**config.mk**
```make
export PLATFORM = sky130hd
export DESIGN_NAME = fetch_unit
export DESIGN_NICKNAME = d
export VERILOG_FILES = /design/src/rtl/fetch_pkg.sv /design/src/rtl/fetch_perf_ctr.sv /design/src/rtl/fetch_unit.sv
export SDC_FILE = /design/constraint.sdc
export NUM_CORES = 1
export LEC_CHECK = 0
export ABC_AREA = 1
export CAP_MARGIN = 20
export CELL_PAD_IN_SITES_DETAIL_PLACEMENT = 0
export CELL_PAD_IN_SITES_GLOBAL_PLACEMENT = 1
export CORE_MARGIN = 5
export CORE_UTILIZATION = 22
export DETAILED_ROUTE_END_ITERATION = 6
export PLACE_DENSITY = 0.81
export SYNTH_ARGS = -nofsm -noshare
export SYNTH_HDL_FRONTEND = slang
export SYNTH_SLANG_ARGS = --single-unit
```
**constraint.sdc**
```tcl
create_clock -name clk -period 1.9 [get_ports clk]
set_input_delay 0.38 -clock clk [delete_from_list [all_inputs] [get_ports clk]]
set_output_delay 0.38 -clock clk [all_outputs]
set_load 0.1 [all_outputs]
```
**src/rtl/fetch_pkg.sv**
```systemverilog
// Shared constants and state type for the per-core instruction-fetch stage.
package fetch_pkg;

  localparam logic [31:0] NOP_WORD = 32'h0000_F020;  // add $30,$0,$0
  localparam logic [5:0]  OPC_HALT = 6'd63;
  localparam logic [31:0] PC_STEP  = 32'd4;

  typedef enum logic {
    RUN,
    HALTED
  } fetch_state_t;

endpackage

```
**src/rtl/fetch_perf_ctr.sv**
```systemverilog
// Saturating 32-bit event counter with synchronous active-high reset.
module fetch_perf_ctr (
  input  logic        clk,
  input  logic        reset,
  input  logic        inc,
  output logic [31:0] count
);

  logic [31:0] count_q, count_d;

  always_comb begin
    count_d = count_q;
    if (inc && (count_q != 32'hFFFF_FFFF)) begin
      count_d = count_q + 32'd1;
    end
  end

  always_ff @(posedge clk) begin
    if (reset) begin
      count_q <= 32'd0;
    end else begin
      count_q <= count_d;
    end
  end

  assign count = count_q;

endmodule

```
**src/rtl/fetch_unit.sv**
```systemverilog
// Instruction-fetch stage: PC, stall, redirect, HALT/resume and sticky alignment error.
// Optional performance counters are built only when FETCH_PERF_EN is defined.
module fetch_unit
  import fetch_pkg::*;
#(
  parameter int unsigned CORE_ID     = 0,
  parameter logic [31:0] RESET_PC    = 32'd0,
  parameter logic [5:0]  HALT_OPCODE = OPC_HALT
) (
  input  logic        clk,
  input  logic        reset,
  input  logic        stall,
  input  logic        redirect,
  input  logic [31:0] redirect_pc,
  input  logic        resume,
  output logic [31:0] imem_addr,
  input  logic [31:0] imem_data,
  output logic [31:0] instr,
  output logic [31:0] pc,
  output logic [31:0] pc_plus4,
  output logic        halted,
  output logic        fetch_err,
  output logic [31:0] fetch_count,
  output logic [31:0] stall_count
);

  fetch_state_t state_q, state_d;
  logic [31:0]  pc_q, pc_d;
  logic         err_q, err_d;
  logic         fetch_inc, stall_inc;
  logic         is_halt;

  // CORE_ID only labels simulation traces; keep it referenced.
  logic unused_core_id;
  assign unused_core_id = ^CORE_ID;

  assign pc_plus4 = pc_q + PC_STEP;
  assign is_halt  = (imem_data[31:26] == HALT_OPCODE);

  always_comb begin
    state_d   = state_q;
    pc_d      = pc_q;
    err_d     = err_q;
    fetch_inc = 1'b0;
    stall_inc = 1'b0;
    instr     = imem_data;
    unique case (state_q)
      HALTED: begin
        instr = NOP_WORD;
        if (resume) begin
          pc_d    = pc_plus4;
          state_d = RUN;
        end
      end
      RUN: begin
        if (stall) begin
          stall_inc = 1'b1;
        end else begin
          fetch_inc = 1'b1;
          // A HALT word wins over a same-cycle redirect.
          if (is_halt) begin
            state_d = HALTED;
          end else if (redirect) begin
            pc_d = {redirect_pc[31:2], 2'b00};
            if (redirect_pc[1:0] != 2'b00) begin
              err_d = 1'b1;
            end
          end else begin
            pc_d = pc_plus4;
          end
        end
      end
      default: ;
    endcase
  end

  always_ff @(posedge clk) begin
    if (reset) begin
      state_q <= RUN;
      pc_q    <= RESET_PC;
      err_q   <= 1'b0;
    end else begin
      state_q <= state_d;
      pc_q    <= pc_d;
      err_q   <= err_d;
    end
  end

  assign pc        = pc_q;
  assign imem_addr = pc_q;
  assign halted    = (state_q == HALTED);
  assign fetch_err = err_q;

`ifdef FETCH_PERF_EN
  fetch_perf_ctr u_fetch_ctr (
    .clk   (clk),
    .reset (reset),
    .inc   (fetch_inc),
    .count (fetch_count)
  );

  fetch_perf_ctr u_stall_ctr (
    .clk   (clk),
    .reset (reset),
    .inc   (stall_inc),
    .count (stall_count)
  );
`else
  logic unused_perf;
  assign unused_perf = fetch_inc ^ stall_inc;
  assign fetch_count = 32'd0;
  assign stall_count = 32'd0;
`endif

endmodule

```
==> results of run 1 <==
-- final timing paths --
kind / to / from / slack (ns) / cells past startpoint
max: pc_plus4[12] / imem_addr[3] / -0.26 / 9
max reg2reg: imem_addr[19] / imem_addr[2] / 0.24 / 11
min reg2reg: fetch_err / fetch_err / 0.46 / 2
min: fetch_err / fetch_err / 0.46 / 2
-- through the flow --
step                      setup slack (ns)  power, uW  area (um^2)  setup TNS (ns)  std cells
after global placement             -0.2019       4292         7601          -3.991       1048
after global routing               -0.3467       5454         8164          -7.687       1071
after detailed placement           -0.1885       4304         7601          -4.471       1048
final                              -0.2553       5259         8164          -5.411       1071
after floorplan                    -0.7355       3302         4512          -17.37        694
after CTS                          -0.2668       5283         7996          -5.273       1064
-- routing by layer --
metal / track usage [%] / routed length [um]
met1: 17.94 / 5739
met2: 24.67 / 7156
met3: 3.552 / 791
met4: 3.328 / 242
met5: 0 / 0
-- tightest hold or removal path, delay by kind of cell (launching register included) --
kind                   cells  cell delay, ns
AO/OA/AOI/OAI              1            0.06
flip-flops                 1            0.31
buffers and inverters      1            0.05
-- sequential cells by signal, indices dropped and copies added (netlist names) --
register   flops
imem_addr     30
halted         1
fetch_err      1
-- what timing repair did --
item                                    CTS  global route
pin swaps                                23            17
buffers inserted                          8             7
endpoints found under the setup margin   25            37
gates resized for setup                  36            27
-- cell families (layout without fill, tap and decap cells) --
family | after synthesis | count (layout)
xor+xnor | 14 | 14
buf+inv | 214 | 371
other cells | 1 | 70
flops | 32 | 32
fa+ha+maj | 1 | 1
compound gates | 37 | 37
simple gates | 326 | 326
-- report_power, final --
part	internal, uW	total, uW	switching, uW
registers	726	780	54.5
clock network	616	931	315
logic	1070	3550	2470
total	2420	5260	2840
-- layout make-up --
class / instances / area, um^2 / share of cell area, %
Clock buffer: 5 / 125.1 / 1.533
Clock inverter: 3 / 42.54 / 0.5211
Inverter: 96 / 379.1 / 4.644
Multi-Input combinational cell: 448 / 2848 / 34.88
Sequential cell: 32 / 691.9 / 8.475
Tap cell: 220 / 275.3 / 3.372
Timing Repair Buffer: 267 / 3802 / 46.57
-- cells in the final DEF (no fill, tap or decap), types with 4 or more instances in the layout --
cell type / instances
inv_1: 91
nand2_2: 26
nand2_1: 114
nand3_4: 4
conb_1: 70
nand2_8: 6
buf_6: 7
dfxtp_2: 23
nor3_1: 5
buf_4: 64
clkdlybuf4s50_1: 68
nor2_2: 12
xor2_4: 10
nor2_4: 35
clkinvlp_4: 6
a21oi_1: 28
nand3_2: 10
clkbuf_16: 5
buf_12: 128
nand3_1: 6
o21ai_0: 7
nand2_4: 15
nor2_1: 77
dfxtp_4: 6
==> reports/results.tsv, run 1 <==
stage	metric	value	unit
setup_path	worst path required time	1.52	ns
yosys	top cell type by total area after synthesis	buf_4	
run	MaxCap Viol Count	0	
final_layout	final core utilization	49.76	%
floorplanning	core box area	16410	um^2
sta	Peak Freq	464.0	MHz
yosys	synthesized instance count	625	
global_routing	first-pass GRT wire length	22360	um
outcome	failing checks	negative setup slack	
yosys	prevailing post-synth register cell	dfxtp_1	
setup_path	WS Path Type	register to output pin	
sta	final worst slack	-0.2553	ns
yosys	largest family of logic cells by synthesized area	simple AND/OR/NAND/NOR gates	
yosys	Simple-Gate Fraction of Synth Area	39.16	%
sta	period utilization	113.4	%
yosys	XOR/XNOR share of the synthesized area	4.818	%
detailed_routing	remaining antenna violation count	0	
sta	Final min period	2.155	ns
global_routing	gr usage total	14.28	%
setup_path	Crit path top cell by count	and2_4	
clocking	root buffer cell	clkbuf_16	
detailed_routing	Routed WL per cell	13.01	um
clocking	clk slew on worst S/H paths	0.06	ns
min_path	type of the worst min-delay path	register to register	
yosys	#FFs+latches synth	32	
yosys	count leader, synth	nand2_1	
floorplanning	# rows	47	
yosys	Post-Syn Area per Cell	5.818	um^2
clocking	H-tree levels	2	
yosys	Yosys top cell area share	20.65	%
clocking	total CTS buffers	5	
yosys	Post-synth ARST share	0	%
clocking	Clk Latency, worst-skew pair	0.28	ns
final_layout	Final #Nets	920	
floorplanning	die height	138.6	um
sta	RSZ-0062 raised after global routing	true	
setup_path	CP Buf/Inv Count	3	
detailed_routing	drt first pass iters	4	
yosys	Synth Area in Compound Gates	5.196	%
yosys	Post-Syn Area	3636	um^2
pwr	P_leak	0.003713	uW
floorplanning	DIE WIDTH	138.6	um
clocking	cts hold-fix bufs	0	
final_layout	share of cells above drive strength 1	44.18	%
detailed_routing	vias per cell	3.854	
sta	Final Hold Fails	0	
global_routing	largest net degree at the start of global routing	41	
final_layout	Area Overhead vs Synth	124.5	%
outcome	status	finished, violations left	
yosys	Seq/Total Area, Yosys	17.62	%
yosys	number of synthesized flops with an enable pin	0	
placement	placer congestion estimate	0.8201	
global_routing	initial antenna violation count	0	
placement	port buffer count	192	
yosys	Post-Synth Adder-Cell Area	0.3441	%
setup_path	delay of the slowest cell on the worst path	0.36	ns
detailed_routing	WL final	13930	um
pwr	VDD IR max	334.2	uV
sta	Clock Skew	0.004601	ns
setup_path	Max FO, Critical Path	3	
setup_path	Critical Path Source Type	register	
detailed_routing	DR vias	4128	
global_routing	grt total ovfl	0	
yosys	Netlist cell types	28	
detailed_routing	DR iter-0 viols	191	
setup_path	crit end category	output pin	
sta	final slew viol count	0	
global_routing	number of global-route vias before repair	4098	
yosys	post-synthesis mux area share	0	%
clocking	CTS tree	built	
setup_path	critical path's slowest cell	dfxtp_4	
setup_path	cells along the critical path	ha_4 > buf_4 > buf_6 > nand3_4 > nor2_4 > and2_4 > nand2_1 > and2_4 > buf_12	
yosys	commonest cells in the netlist	nand2_1, nor2_1, buf_4, inv_1, dfxtp_1	
floorplanning	Initial Util	22.16	%
setup_path	Largest delay share family, worst path	simple AND/OR/NAND/NOR gates	
setup_path	CP arrival	1.78	ns
sta	final setup violation count	26	
yosys	Yosys warnings	0	
yosys	top cells by area, synth	buf_4, dfxtp_1, nand2_1	
floorplanning	# IOs	263	
pwr	PwrDens	644.2	nW/um^2
clocking	clock tree buffer depth	2	
detailed_routing	number of remaining DRC errors	0	
sta	hold slack	0.4566	ns
placement	DP HPWL	11670	um
clocking	CTS Sinks	32	
floorplanning	Die ar.	19200	um^2
final_layout	Fill cells	1524	
final_layout	antenna cells	0	
Note: power is estimated with default switching activity, not from simulation.
==> run 2: changes to the inputs <==
==> constraint.sdc (replaced) <==
create_clock -name clk -period 2 [get_ports clk]
set_input_delay 0.4 -clock clk [delete_from_list [all_inputs] [get_ports clk]]
set_output_delay 0.4 -clock clk [all_outputs]
set_load 0.1 [all_outputs]
==> run 2 against run 1 <==
Compared with the run above:
- the run still ends with negative setup slack left
- die area did not move
- sequential share of layout area rose by 0.79 points
- clock skew rose by 0.0058 ns
- critical path type unchanged
- critical endpoint is now pc_plus4[27]
- largest power group unchanged
==> reports/results.tsv, run 2 (synthesis gave the netlist of run 1 again) <==
stage	metric	value	unit	change
outcome	status	finished, violations left		
outcome	failing checks	negative setup slack		
global_routing	gr usage total	13.77	%	-0.51 points
clocking	CTS Sinks	32		unchanged
clocking	root buffer cell	clkbuf_16		
global_routing	largest net degree at the start of global routing	44		+7.3%
detailed_routing	Routed WL per cell	13.38	um	+2.9%
setup_path	CP Depth	9		unchanged
detailed_routing	WL final	14050	um	+0.85%
sta	final setup violation count	26		unchanged
detailed_routing	Top Metal Used	met4		
sta	hold slack	0.4623	ns	+0.005667 ns
pwr	P_sw	2691	uW	-5.4%
final_layout	share of cells above drive strength 1	43.13	%	-1.1 points
sta	Clock Skew	0.01039	ns	+0.005794 ns
placement	DP HPWL	11450	um	-1.8%
placement	placer congestion estimate	0.7802		-4.9%
final_layout	Area Overhead vs Synth	107.6	%	
global_routing	first-pass GRT wire length	21680	um	-3.0%
floorplanning	# IOs	263		unchanged
sta	RSZ-0062 raised after global routing	true		
sta	Final Hold Fails	0		unchanged
setup_path	Crit path top cell by count	nand2_4		
detailed_routing	remaining antenna violation count	0		unchanged
setup_path	crit end category	output pin		
clocking	H-tree levels	2		unchanged
detailed_routing	drt first pass iters	4		unchanged
sta	final worst slack	-0.2162	ns	+0.03915 ns
floorplanning	Initial Util	22.16	%	unchanged
pwr	Power Internal	2004	uW	-17%
pwr	P_leak	0.003498	uW	-5.8%
clocking	cts hold-fix bufs	0		unchanged
detailed_routing	vias per cell	3.843		-0.30%
detailed_routing	length of routed met2 wiring	7190	um	+0.48%
detailed_routing	DR iter-0 viols	183		-4.2%
final_layout	cell area after layout	7550	um^2	-7.5%
final_layout	antenna cells	0		unchanged
sta	final slew viol count	0		unchanged
detailed_routing	Metal-1 WL	5828	um	+1.6%
floorplanning	# rows	47		unchanged
detailed_routing	Detail Route met3 WL	866	um	+9.5%
setup_path	CP arrival	1.82	ns	+0.04 ns
setup_path	delay of the slowest cell on the worst path	0.37	ns	about the same
global_routing	number of global-route vias before repair	3955		-3.5%
sta	Final min period	2.216	ns	
floorplanning	DIE WIDTH	138.6	um	unchanged
setup_path	CP Buf/Inv Count	3		unchanged
setup_path	WS Path Type	register to output pin		
pwr	Tot Pwr	4694	uW	-11%
final_layout	Final #Nets	899		-2.3%
placement	port buffer count	192		unchanged
setup_path	Critical Path Source Type	register		
min_path	type of the worst min-delay path	register to register		
floorplanning	Die ar.	19200	um^2	unchanged
setup_path	worst path required time	1.60	ns	+0.08 ns
setup_path	critical path's slowest cell	dfxtp_4		
final_layout	Layout Cells excl Fill	1050		-2.0%
final_layout	most common cell after layout, fill and taps aside	nand2_1		
min_path	Hold Crit Depth	2		unchanged
clocking	clock tree buffer depth	2		unchanged
final_layout	Fill cells	1575		+3.3%
sta	slew margin rel.	57.35	%	
pwr	Gate power share	67.3	%	-0.2 points
final_layout	multi-input combinational cell area	2870	um^2	+0.79%
sta	Peak Freq	451.2	MHz	
sta	period utilization	110.8	%	
global_routing	initial antenna violation count	0		unchanged
clocking	clk slew on worst S/H paths	0.06	ns	about the same
setup_path	cells along the critical path	buf_6 > clkinvlp_4 > nor2_4 > nand2_4 > nor2_8 > nand2_2 > nand2_4 > nand2_8 > buf_12		
pwr	Flop pwr share	16.2	%	+1.4 points
final_layout	most frequent cells in the layout	nand2_1, inv_1, buf_12, buf_4, nor2_1		
placement	dpl cell area	6930	um^2	-8.8%
pwr	switch share	57.32	%	+3.3 points
floorplanning	die height	138.6	um	unchanged
detailed_routing	DR vias	4035		-2.3%
setup_path	worst r2r path cells	6		-5
final_layout	Sequential Area	699.4	um^2	+1.1%
pwr	clock power share	16.5	%	-1.2 points
placement	Cells after DPL	1021		-2.6%
final_layout	max reg flops	30		unchanged
pwr	VDD IR max	315.1	uV	-5.7%
pwr	PwrDens	621.8	nW/um^2	-3.5%
detailed_routing	number of remaining DRC errors	0		unchanged
clocking	CTS tree	built		
global_routing	grt total ovfl	0		unchanged
run	MaxCap Viol Count	0		unchanged
setup_path	Largest delay share family, worst path	simple AND/OR/NAND/NOR gates		
floorplanning	core box area	16410	um^2	unchanged
setup_path	Max FO, Critical Path	5		+2
clocking	Clk Latency, worst-skew pair	0.29	ns	about the same
clocking	total CTS buffers	5		unchanged
sta	worst-margin pin slew	0.6374	ns	
run 2: cell types whose count changed in the layout (fill, tap and decap cells not counted), sizes merged:
cell and delta:
clkinvlp +1, buf -21, bufinv -1
run 2: final cells by class:
cell class / count / area share (%)
Clock buffer: 5 / 1.657
Clock inverter: 3 / 0.2486
Inverter: 96 / 5.022
Multi-Input combinational cell: 448 / 38.02
Sequential cell: 32 / 9.264
Tap cell: 220 / 3.646
Timing Repair Buffer: 246 / 42.14
run 2: through the flow:
step | utilization, % | worst slack (ns) | TNS, ns
5_1_grt | 46.02 | -0.2829 | -5.703
2_1_floorplan | - | -0.6555 | -13.32
3_3_place_gp | 42.24 | -0.05268 | -0.5205
4_1_cts | 44.87 | -0.2095 | -3.612
6_report | 46.02 | -0.2162 | -3.744
3_5_place_dp | 42.24 | -0.07197 | -1.177
run 2: path summary, 6_finish.rpt:
kind / startpoint / end / slack (ns)
min: fetch_err / fetch_err / 0.46
max reg2reg: halted / imem_addr[12] / 0.23
min reg2reg: fetch_err / fetch_err / 0.46
max: imem_addr[2] / pc_plus4[27] / -0.22
run 2: tightest hold or removal path, delay by kind of cell (launching register included):
family          cells  cell delay [ns]
compound gates      1             0.05
flops               1             0.32
buf+inv             1             0.05
run 2: routing by layer:
| layer | global-route usage [%] | vias up |
|---|---|---|
| li1 | - | 2088 |
| met1 | 17.37 | 1801 |
| met2 | 24.08 | 138 |
| met3 | 2.966 | 8 |
| met4 | 3.172 | 0 |
| met5 | 0 | - |
run 2: timing repair:
| action | in CTS | in global routing |
|---|---|---|
| pin swaps | 22 | 21 |
| endpoints found under the setup margin | 25 | 25 |
| gates resized for setup | 52 | 21 |
| setup buffers | 9 | 12 |
run 2: power by group through the flow:
stage	registers [uW]	clock network, uW	logic [uW]
after detailed placement	769	0	3120
after CTS	762	793	3150
after floorplan	1110	0	2020
final	762	774	3160
after global placement	768	0	3100
after global routing	773	823	3260
==> variant 1: new RTL, settings of run 1 <==
Put one more register stage on the output `fetch_err`, with the module's reset. The value now appears one clock later. The other outputs are not delayed to match.
--- a/src/rtl/fetch_unit.sv
+++ b/src/rtl/fetch_unit.sv
@@ -89,7 +89,13 @@
   assign pc        = pc_q;
   assign imem_addr = pc_q;
   assign halted    = (state_q == HALTED);
-  assign fetch_err = err_q;
+  always_ff @(posedge clk) begin
+    if (reset) begin
+      fetch_err <= '0;
+    end else begin
+      fetch_err <= err_q;
+    end
+  end
 
 `ifdef FETCH_PERF_EN
   fetch_perf_ctr u_fetch_ctr (
Behaviour: not the same (Yosys sat finds a counterexample within 4 cycles, from zero or initial values and one cycle with reset high).
==> variant 1 against run 1 <==
- the flow still finishes with violations (setup timing)
- synthesized area down 0.62%
- first-iteration DRC count down 6.3%
- worst hold slack worse by 26 ps
- worst setup slack got worse by 42 ps
- critical endpoint is now pc_plus4[22]
- die area shrank 0.58%
- via count hardly changed
- count of clock-buffer cells in the layout increased by 1
- critical path depth unchanged
- total power shrank 2.6%
- largest cell class unchanged
- cell area is 1.1% lower
- sequential cell count is 1 higher
- wire length increased by 1.6%
==> variant 1: results <==
{
  "yosys_warnings": 0,
  "synth_xor_xnor_area_share_pct": 4.43,
  "largest_reg_flops": 30,
  "min_from": "err_q",
  "setup_violations": 25,
  "layout-drive-gt1-share_pct": 42.5,
  "fillers": 1533,
  "hold_viol": 0,
  "violations": "setup timing",
  "finalWorstSetupSlack_ps": -297,
  "grt_pass1_vias": 4258,
  "yosys-top-cells-area": "buf_4, dfxtp_1, nand2_1, nor2_1, inv_1",
  "fin_skew_ps": 4.61,
  "numCtsBuffers": 5,
  "gr-usage-all-layers_pct": 14.5,
  "grt_max_degree": 36,
  "setup_tns_ps": -4760,
  "hp-class": "reg2reg",
  "root_buffer": "clkbuf_16",
  "dominantRegCellSynth": "dfxtp_1",
  "holdPathEnd": "fetch_err",
  "reg2regPathDepth": 13,
  "synth_commonest_cells": "nand2_1, nor2_1, buf_4",
  "ys_seq_area_share_pct": 18.3,
  "synth_fa_ha_area_share_pct": 0.346,
  "ff2ff_setup_slack_ps": 140,
  "place_ws_ps": -292,
  "cts_buffer_depth": 2,
  "ir_drop_uv": 329,
  "synth_mux_area_share_pct": 0,
  "leakage_nw": 3.66,
  "worstPathArrival_ps": 1820,
  "place.gp.congestion": 0.813,
  "wl_per_cell_um": 13.2,
  "ys_types": 27,
  "antenna_cells": 0,
  "synth_cells": 628,
  "rr_endpoint": "imem_addr[12]",
  "cpPeakStageDelay_ps": 360,
  "antenna_found_initial": 0,
  "vias": 4131,
  "path_clk_slew_ps": 60,
  "viasPerCell": 3.85,
  "hold_depth": 2,
  "status": "finished with violations",
  "cp_slowest_cell": "dfxtp_4",
  "port_buffers": 192,
  "hpwl_mm": 11.8,
  "synth_compound_area_share_pct": 5.09,
  "drtIter0Drc": 179,
  "grt_pass1_wl_mm": 22.9,
  "r2r_start": "imem_addr[3]",
  "final_nets": 926,
  "crit_path_max_fanout": 5
}
[variant 1: area by class of cell]
class	instances	area, um^2	area share (%)
Timing Repair Buffer	270	3850	47.6
Inverter	96	379	4.69
Clock inverter	2	10.0	0.124
Clock buffer	6	129	1.60
Sequential cell	33	714	8.85
Tap cell	216	270	3.35
Multi-Input combinational cell	450	2730	33.8
[variant 1: through the flow]
stage	utilization, %	hold WS [ps]	cell area (um^2)
after global routing	50.5	453	8080
after global placement	46.9	419	7500
after detailed placement	46.9	426	7500
final	50.5	430	8080
after CTS	49.8	436	7970
after floorplan	-	399	4410
[variant 1: worst reg2reg max path, cell delays in order (launching register included)]
cell,delay [ps]
dfxtp_4,360
ha_4,160
buf_6,100
nand3_4,80
nor2_4,130
and2_4,190
nand2_2,60
buf_4,120
buf_4,110
buf_4,120
nand3_1,60
nand3_1,60
nand2_1,70
inv_1,30
[variant 1: logic make-up (layout without fill, tap and decap cells)]
family	after synthesis	after routing
AO/OA/AOI/OAI	36	36
other	1	70
buffers and inverters	214	374
adder cells (fa/ha/maj)	1	1
AND/OR/NAND/NOR	329	329
flip-flops	33	33
XOR/XNOR	14	14
[variant 1: how the worst max path moves through the flow]
stage / depth (start not counted) / from / to
4_1_cts: 8 / imem_addr[2] / pc_plus4[11]
3_3_place_gp: 10 / imem_data[29] / imem_addr[12]
5_1_grt: 8 / imem_addr[3] / pc_plus4[18]
6_report: 9 / imem_addr[3] / pc_plus4[22]
3_5_place_dp: 9 / imem_data[29] / imem_addr[9]
2_1_floorplan: 5 / imem_addr[2] / pc_plus4[15]
[variant 1: power breakdown]
part	total (mW)	internal (mW)	switching (mW)	leakage (nW)
registers	0.799	0.748	0.0513	0.285
logic	3.53	1.06	2.46	3.31
clock network	0.794	0.481	0.313	0.0706
total	5.12	2.29	2.83	3.66
[variant 1: timing repair]
action | CTS | global route
setup endpoints to repair | 27 | 37
gates resized for setup | 55 | 18
hold endpoints to repair | 0 | 0
pin swaps | 22 | 14
setup buffers | 11 | 8
[variant 1: metal layers]
layer / vias to the layer above / share of wire (%) / track usage, %
met5: - / 0 / 0
met4: 0 / 1.2 / 2.70
met3: 9 / 6.2 / 3.86
met2: 147 / 51 / 26.3
met1: 1837 / 42 / 17.3
li1: 2138 / - / -
==> variant 2: new RTL, flow settings as in run 1 <==
Without the edit above. The option `FETCH_PERF_EN` is turned on by a define.
--- a/src/rtl/fetch_unit.sv
+++ b/src/rtl/fetch_unit.sv
@@ -1,5 +1,7 @@
 // Instruction-fetch stage: PC, stall, redirect, HALT/resume and sticky alignment error.
 // Optional performance counters are built only when FETCH_PERF_EN is defined.
+`define FETCH_PERF_EN
+
 module fetch_unit
   import fetch_pkg::*;
 #(
Behaviour: not the same (Yosys sat finds a counterexample within 4 cycles, from zero or initial values and one cycle with reset high).
==> variant 2 against run 1 <==
- the flow still finishes with violations (setup timing)
- worst setup slack got worse by 52 ps
- cell area increased by 76%
- via count increased by 110%
- first-iteration DRC count increased by 140%
- total power increased by 41%
- sequential cell count increased by 64
- fmax decreased by 2.4%
- worst hold slack improved by 33 ps
- die area increased by 90%
- wire length increased by 120%
- synthesized area increased by 99%
- largest cell class unchanged
- largest power group unchanged
==> variant 2: results <==
{
  "dr_wl_met3_mm": 2.15,
  "placed_area_um2": 13400,
  "highest-signal-layer": "met5",
  "first_pass_iters": 5,
  "endpoint": "pc_plus4[26]",
  "seq-power_mw": 2.14,
  "synth_area_per_cell_um2": 6.01,
  "status": "finished with violations",
  "yosys-top-cells-area": "dfxtp_1, nand2_1, nor2_1, inv_1, a21oi_1",
  "ff2ff_setup_slack_ps": 140,
  "ir_drop_uv": 349,
  "leakage_nw": 5.63,
  "drtIter0Drc": 466,
  "hold_depth": 3,
  "startpoint": "imem_addr[2]",
  "gr-usage-all-layers_pct": 16.2,
  "cpPeakStageDelay_ps": 380,
  "r2r_start": "u_fetch_ctr.count[0]",
  "pwr-share-seq_pct": 28.9,
  "grt_max_degree": 42,
  "synth_fa_ha_area_share_pct": 0.520,
  "hp-class": "in2reg",
  "h-tree-depth": 3,
  "gr-usage-met3_pct": 3.49,
  "place.gp.congestion": 0.879,
  "holdPathEnd": "u_stall_ctr.count[9]",
  "insertion_delay_ps": 360,
  "place_ws_ps": -147,
  "wl_per_cell_um": 15.7,
  "synth_compound_area_share_pct": 12.8,
  "grt_pass1_wl_mm": 46.6,
  "path_clk_slew_ps": 80,
  "rr_endpoint": "u_fetch_ctr.count[13]",
  "violations": "setup timing",
  "dp_cells": 1928,
  "setup_violations": 26,
  "synth_commonest_cells": "nand2_1, nor2_1, inv_1",
  "port_buffers": 256,
  "synth_mux_area_share_pct": 0.277,
  "worstPathArrival_ps": 1830,
  "combPwrFrac_pct": 45.2,
  "fin_skew_ps": 15.6,
  "internal_power_mw": 4.27,
  "reg2regPathDepth": 10,
  "ys_seq_area_share_pct": 26.6,
  "hpwl_mm": 24.4,
  "gr-usage-met2_pct": 27.5,
  "finalWorstSetupSlack_ps": -308,
  "numCtsBuffers": 9,
  "synth_xor_xnor_area_share_pct": 4.85,
  "crit_path_max_fanout": 4,
  "final_nets": 1593,
  "layout-drive-gt1-share_pct": 41.8,
  "setup_tns_ps": -5600,
  "drt_wl_total_mm": 30.8,
  "antenna_found_initial": 3
}
[variant 2: changes by cell type after synthesis, moves of 12 or more]
| cell | run 1 | this run |
|---|---|---|
| o21ai_0 | 8 | 41 |
| nand2_1 | 152 | 401 |
| nand3_1 | 19 | 50 |
| a22oi_1 | 0 | 14 |
| inv_1 | 96 | 113 |
| dfxtp_1 | 32 | 96 |
| clkbuf_1 | 7 | 19 |
| nand2_2 | 7 | 23 |
| xor2_1 | 4 | 26 |
| a21oi_1 | 28 | 62 |
| buf_4 | 100 | 36 |
| nor2_1 | 114 | 195 |
| a21oi_2 | 0 | 30 |
[variant 2: layout make-up]
cell class	instances	area, um^2
timing repair buffer	376	5500
clock inverter	6	67.6
inverter	116	442
antenna	1	2.50
fill	3107	18100
tap	442	553
multi-input combinational	922	5420
sequential	96	2160
clock buffer	10	229
[variant 2: timing repair]
item / in CTS / in global routing
pin swaps: 22 / 35
setup endpoints to repair: 28 / 34
setup buffers: 15 / 10
resized for setup: 63 / 58
hold buffers: 0 / 0
